**config.mk**
```make
export PLATFORM = sky130hd
export DESIGN_NAME = param_stack
export DESIGN_NICKNAME = d
export VERILOG_FILES = /design/src/rtl/param_stack.sv
export SDC_FILE = /design/constraint.sdc
export NUM_CORES = 1
export LEC_CHECK = 0
export CORE_MARGIN = 1
export CORE_UTILIZATION = 55
export CTS_CLUSTER_DIAMETER = 30
export DETAILED_ROUTE_END_ITERATION = 10
export GPL_ROUTABILITY_DRIVEN = 1
export PLACE_DENSITY = 0.76
export REMOVE_ABC_BUFFERS = 1
export SYNTH_ARGS = -nofsm -noshare
export SYNTH_HDL_FRONTEND = slang
export SYNTH_SLANG_ARGS = --single-unit
export TNS_END_PERCENT = 1
```
**constraint.sdc**
```tcl
create_clock -name clk -period 3.35 [get_ports clk]
set_input_delay 0.335 -clock clk [delete_from_list [all_inputs] [get_ports clk]]
set_output_delay 0.335 -clock clk [all_outputs]
set_load 0.05 [all_outputs]
```
**src/rtl/param_stack.sv**
```systemverilog
// Parametrised LIFO stack with registered top/second view, sticky error flags,
// one-cycle peek port and synchronous clear. Flags track the post-edge count.
module param_stack #(
  parameter int DATA_W = 8,
  parameter int DEPTH = 32,
  localparam int CNT_W = $clog2(DEPTH + 1),
  localparam int IDX_W = $clog2(DEPTH)
) (
  input  logic              clk,
  input  logic              rst_n,
  input  logic              clear,
  input  logic              push,
  input  logic              pop,
  input  logic [DATA_W-1:0] data_in,
  input  logic              err_clr,
  input  logic [IDX_W-1:0]  rd_idx,
  output logic [DATA_W-1:0] top,
  output logic [DATA_W-1:0] second,
  output logic [CNT_W-1:0]  count,
  output logic              empty,
  output logic              full,
  output logic              overflow,
  output logic              underflow,
  output logic [DATA_W-1:0] rd_data,
  output logic              rd_hit
);

  logic [DATA_W-1:0] mem [DEPTH];

  logic [CNT_W-1:0]  cnt_nxt;
  logic [DATA_W-1:0] top_nxt;
  logic [DATA_W-1:0] second_nxt;
  logic              mem_we;
  logic [IDX_W-1:0]  mem_waddr;
  logic              ovf_evt;
  logic              udf_evt;
  logic [IDX_W-1:0]  top_addr;
  logic [IDX_W-1:0]  third_addr;
  logic [IDX_W-1:0]  peek_addr;
  logic              peek_ok;

  // Indices are taken modulo DEPTH; they are only used when the slot is valid.
  assign top_addr   = count[IDX_W-1:0] - IDX_W'(1);
  assign third_addr = count[IDX_W-1:0] - IDX_W'(3);
  assign peek_addr  = count[IDX_W-1:0] - IDX_W'(1) - rd_idx;
  assign peek_ok    = ({1'b0, rd_idx} < count);

  always_comb begin
    cnt_nxt    = count;
    top_nxt    = top;
    second_nxt = second;
    mem_we     = 1'b0;
    mem_waddr  = count[IDX_W-1:0];
    ovf_evt    = 1'b0;
    udf_evt    = 1'b0;
    if (clear) begin
      cnt_nxt    = '0;
      top_nxt    = '0;
      second_nxt = '0;
    end else begin
      unique case ({push, pop})
        2'b10: begin
          if (full) begin
            ovf_evt = 1'b1;
          end else begin
            mem_we     = 1'b1;
            mem_waddr  = count[IDX_W-1:0];
            cnt_nxt    = count + CNT_W'(1);
            top_nxt    = data_in;
            second_nxt = top;
          end
        end
        2'b01: begin
          if (empty) begin
            udf_evt = 1'b1;
          end else begin
            cnt_nxt    = count - CNT_W'(1);
            top_nxt    = second;
            second_nxt = (count >= CNT_W'(3)) ? mem[third_addr] : '0;
          end
        end
        2'b11: begin
          // Replace-top: count and second are untouched, legal even when full.
          if (empty) begin
            udf_evt = 1'b1;
          end else begin
            mem_we    = 1'b1;
            mem_waddr = top_addr;
            top_nxt   = data_in;
          end
        end
        default: ;
      endcase
    end
  end

  // Stage boundary: storage array, no reset.
  always_ff @(posedge clk) begin
    if (rst_n && mem_we) mem[mem_waddr] <= data_in;
  end

  // Stage boundary: registered status, view and peek outputs.
  always_ff @(posedge clk) begin
    if (!rst_n) begin
      count     <= '0;
      top       <= '0;
      second    <= '0;
      empty     <= 1'b1;
      full      <= 1'b0;
      overflow  <= 1'b0;
      underflow <= 1'b0;
      rd_data   <= '0;
      rd_hit    <= 1'b0;
    end else begin
      count     <= cnt_nxt;
      top       <= top_nxt;
      second    <= second_nxt;
      empty     <= (cnt_nxt == '0);
      full      <= (cnt_nxt == CNT_W'(DEPTH));
      overflow  <= ovf_evt | (overflow & ~err_clr);
      underflow <= udf_evt | (underflow & ~err_clr);
      rd_data   <= peek_ok ? mem[peek_addr] : '0;
      rd_hit    <= peek_ok;
    end
  end

endmodule

```
## Word level (Yosys, flattened, before mapping)

Memories as Yosys holds them, arrays and structs flattened. A register that Yosys moved wholly into a read port is not among the register bits.
Cells that the tools add are included.

- Bits in registers: 27
- Bits in latches: 0
- RAM bits: 256
- Memory bits (read-only): 0
- Bits of input ports: 19
- Output and inout bits: 35
- Memories kept: 1

- Add/subtract/negate cells: 5
- Multiply operators: 0
- Div/mod/pow operators: 0
- Order comparisons: 2
- Eq/ne operators: 7
- Shift operators: 0
- Mux-type cells: 27
- Bitwise gates (word level): 6
- Reductions and logical operators: 10

Memory list:

| memory | depth | width | read ports | clocked after Yosys merged registers in | write ports | line | RTL |
|---|---|---|---|---|---|---|---|
| mem | 32 | 8 | 2 | 1 | 1 | 28 | `logic [DATA_W-1:0] mem [DEPTH];` |

Operators with widths:

| cell | number |
|---|---|
| 2-to-1 mux 8 bit | 6 |
| case mux 8 bit (3 select lines) | 1 |
| 2-to-1 mux 6 bit | 3 |
| case mux 8 bit (2 select lines) | 1 |
| 2-to-1 mux 5 bit | 3 |
| case mux 6 bit (2 select lines) | 1 |
| 2-to-1 mux 1 bit | 11 |
| adder 6 x 1 -> 6 bit (second input constant) | 1 |
| == test 6 bit (second input constant) | 1 |
| greater-or-equal comparator 6 x 2 -> 1 bit (second input constant) | 1 |
| logical NOT 6 bit | 1 |
| less-than comparator 5 x 6 -> 1 bit | 1 |
| inequality test 2 bit (second input constant) | 3 |
| subtractor 6 x 1 -> 6 bit (second input constant) | 1 |
| subtractor 5 x 1 -> 5 bit (second input constant) | 1 |
| subtractor 5 x 2 -> 5 bit (second input constant) | 1 |
| subtractor 5 bit | 1 |
| == test 2 bit (second input constant) | 2 |
| AND reduction 4 bit | 1 |
| OR reduction 2 bit | 2 |
| AND reduction 3 bit | 1 |
| nonzero test 3 bit | 1 |
| bitwise AND 1 bit | 2 |
| == test 2 x 1 -> 1 bit (second input constant) | 1 |
| other kinds (7) | 9 |

## Logic depth before layout (Yosys ltp)

- Word-level depth: 6
- Mapped depth: 15
- Gate-level depth less buffers: 10

## Worst setup path before layout

No wires, ideal clock.

- Path type: register to register
- From: reg count[0]
- To: reg rd_data[0], read port of mem
- Setup time: 122 ps
- Arrival time: 3812 ps
- Required time: 3228 ps
- Slack: -584 ps
- Stages on the path, launching flop included: 13
- Buffers on the path: 5
- Clock period less this slack: 3934 ps
- Path through: dfxtp_1 buf_4 inv_1 ha_1 buf_2 buf_2 inv_1 fa_1 clkbuf_1 clkbuf_1 mux4_2 mux2_2 a221o_1

- Word-level cells in the longest chain between the ends: 3

Ends and longest elaborated chain:

| item | line | RTL |
|---|---|---|
| start: declaration | 19 | `output logic [CNT_W-1:0] count,` |
| start signal: assignment | 115 | `count <= cnt_nxt;` |
| branches (longest 3 deep; another with subtractor 5 x 1 -> 5 bit) | n/a |  |
| end: declaration | 24 | `output logic [DATA_W-1:0] rd_data,` |

Several ways; the timed one is not identified.
A chain may end at the register's enable or synchronous reset.

## Worst setup path in the final report

- From: reg count[1]
- To: reg rd_data[4], read port of mem

The elaborated chain is that of the path after synthesis.

==> summary.txt <==
Clock tree
  – Total CTS buffers: 50
  – CTS Hold Bufs: 0
  – Worst-path clk slew: 0.05 ns
  – CTS Buffer Depth: 3
  – Worst-Skew Late Latency: 0.56 ns
  – CTS tree: built
  – Clk sinks: 291
  – Setup Buffers After CTS: 0
  – PostCTS Resize Cnt: 0
  – H-tree depth: 2
  – Root buf cell: clkbuf_16

Synth
  – Post-synth top area share: 53.83%
  – Mapped Cells: 879
  – Most numerous cell in the Yosys netlist: edfxtp_1
  – Async S/R FF share, synth: 0%
  – Post-synthesis cell area: 14280 sq um
  – Most used flip-flop cell after synthesis: edfxtp_1
  – Seq cells post-synth: 291
  – EDFF count, synth: 256
  – Commonest cells post-synth: edfxtp_1 (256), mux4_2 (128), nor2_1 (47), dfxtp_1 (35), mux2i_1 (33)
  – Top cells by area, synth: edfxtp_1 (54%), mux4_2 (20%), dfxtp_1 (4.9%)
  – Library cells used by synthesis: 64
  – Area leader, netlist: edfxtp_1
  – Avg Cell Area, Syn: 16.25 sq um
  – Sequential area share after synthesis: 58.74%
  – Yosys warns: 0

Cells and area
  – P&R area growth vs syn: 22.14%
  – Multi-input logic area: 5543 sq um
  – Fillers: 1581
  – FF/Latch Area: 8392 sq um
  – Layout cells sized above 1: 31.38%
  – Nets: 1032
  – ANT cells: 0

Critical path
  – CP max-delay cell: mux2_2
  – RR Startpoint: count[1]$_SDFF_PN0_
  – CP bufs+invs: 3
  – Setup crit start kind: flop
  – Worst path required time: 3.76 ns
  – Critical path class: reg -> reg
  – Worst-path fanout max: 8
  – Top delay family on crit path: compound AO/OA/AOI/OAI gates
  – Register-to-Register Path Depth: 11
  – Worst Path Arrival: 3.44 ns
  – Slack of the worst reg-to-reg path: 0.32 ns
  – Crit-path max cell delay: 0.39 ns
  – Crit. End Element: flop
  – Reg2reg end: rd_data[4]$_SDFF_PN0_
  – Worst path cell trace: inv_1 -> ha_4 -> inv_1 -> ha_1 -> nor2b_1 -> o21a_1 -> o21a_1 -> nor2_2 -> buf_4 -> mux2_2 -> a221o_1

Timing
  – WHS: 0.5107 ns
  – Crit share post-route: 90.32%
  – Final setup vio count: 0
  – Tmin final: 3.026 ns
  – Hold Vio Cnt, Final: 0
  – Clk_skew: 0.02612 ns
  – Slew Limit Headroom: 27.19%
  – FMAX: 330.5 MHz
  – RSZ-0062 raised after global routing: false
  – Tightest Pin Transition: 1.089 ns
  – Slew Limit Fails: 0

Placement
  – I/O Buffers: 53
  – Routability congestion estimate: 0.9325
  – Post-DP HPWL: 25.05 mm

Job
  – Max cap viols: 0

Power
  – Pwr Total: 10.30 mW
  – Power per cell area: 590.8 nW/um^2
  – Leak pwr: 5.651 nW
  – Maximum vdd drop: 0.4261 mV

Detailed routing
  – Iter 0 DRT Violations: 1290
  – WL/cell: 27.72 microns
  – # DRC: 0
  – Routed WL: 37.96 mm
  – Antenna Nets Post-Route: 0
  – DR vias: 9192
  – Initial DRT Pass Iterations: 6
  – DR vias/cell: 6.714

Global route
  – Total track usage: 30.00%
  – Largest net degree at the start of global routing: 56
  – Vias in the first global route: 9194
  – Grt ovf: 0
  – Global-route wire length before repair: 57.64 mm
  – Number of antenna violations at the first check in global routing: 1

Die
  – DIE HEIGHT: 163.1 microns
  – Number of top-level pins: 54
  – Die width: 163.1 microns
  – Core region area: 25330 sq um
  – FP Rows: 58
  – DIE AREA: 26610 sq um
  – Initial core utilization: 56.38%

Min path
  – Hold Startpoint: top[1]$_SDFFE_PP0P_
  – Hold endpoint: top[1]$_SDFFE_PP0P_
  – Hold Path Class: reg -> reg
  – Hold-critical path depth: 2

Outcome
  – Status: finished clean
where the power goes:
group	total, mW	internal, mW	switching [mW]
Clock	5.44	3.47	1.96
Combinational	0.884	0.365	0.519
Sequential	3.99	3.96	0.0206
area by class of cell:
type | instances | area share [%]
Timing Repair Buffer | 130 | 6.858
Clock buffer | 51 | 7.253
Inverter | 19 | 0.4089
Tap cell | 330 | 2.367
Multi-Input combinational cell | 505 | 31.78
Clock inverter | 43 | 3.221
Sequential cell | 291 | 48.11
worst max-delay path by stage:
stage | from | endpoint | cells after the start
finish | count[1]$_SDFF_PN0_ | rd_data[4]$_SDFF_PN0_ | 11
global route | count[1]$_SDFF_PN0_ | rd_data[4]$_SDFF_PN0_ | 11
CTS | count[1]$_SDFF_PN0_ | rd_data[3]$_SDFF_PN0_ | 11
detailed placement | rd_idx[0] | rd_data[3]$_SDFF_PN0_ | 8
global placement | rd_idx[0] | rd_data[3]$_SDFF_PN0_ | 8
floorplan | count[0]$_SDFF_PN0_ | rd_data[0]$_SDFF_PN0_ | 7
stage by stage:
step	TNS [ns]	cells	instance area [sq um]	setup WS [ns]	util, %
2_1_floorplan	-958.66	815	13960	-5.412	-
3_3_place_gp	0	1275	15620	0.2165	61.65
3_5_place_dp	0	1275	15620	0.2336	61.65
4_1_cts	0	1369	17440	0.3797	68.87
5_1_grt	0	1369	17440	0.2512	68.87
6_report	0	1369	17440	0.3244	68.87
layer usage:
layer  wire length, microns  GRT usage [%]  part of all wire, %
met3                   4251          7.339                   11
met2                  17970          47.39                   47
met4                   1340          11.26                  3.5
met1                  14390          40.57                   38
met5                      0              0                    0
sequential cells by signal (all words and copies together), names as in the netlist, 6 cells and up:
signal   count
mem        256
rd_data      8
second       8
top          8
count        6
logic make-up (layout without fill, tap and decap cells):
family	after synthesis	after routing	synth area share [%]
and+or+nand+nor	179	179	6.633
buffers and inverters	83	243	2.716
DFF	291	291	58.74
AOI/OAI and AO/OA	124	124	6.177
xor gates and xnor gates	14	14	0.9113
muxes	172	172	23.37
adders and majority gates	16	16	1.454
worst register-to-register path: cells and delay by family, from the launching register on:
family | cells | cell delay, ns
DFF | 1 | 0.33
buffers and inverters | 3 | 0.42
muxes | 1 | 0.40
adders and majority gates | 2 | 0.59
and+or+nand+nor | 2 | 0.28
AOI/OAI and AO/OA | 3 | 0.89
layout by cell type, fill, tap and decap left out, drive strengths merged, types with 3 or more instances in the layout:
master	netlist	final
a211oi	9	9
o21ai	21	21
mux2i	33	33
mux4	128	128
a21oi	21	21
xor2	4	4
o22ai	3	3
nor2	53	53
a222oi	9	9
dfxtp	35	35
xnor2	10	10
mux2	11	11
clkbuf	26	51
a221o	8	8
and2	4	4
nand4	25	25
nor3	6	6
o211ai	17	17
o31ai	3	3
nor3b	11	11
clkdlybuf4s50	0	53
o2bb2ai	8	8
nand2b	7	7
or3	4	4
buf	38	77
ha	15	15
nand3	19	19
inv	19	37
nor2b	8	8
clkinv	0	10
bufinv	0	8
or4	3	3
clkinvlp	0	7
nand2	31	31
a31oi	12	12
edfxtp	256	256
Note: power is estimated with default switching activity, not from simulation.
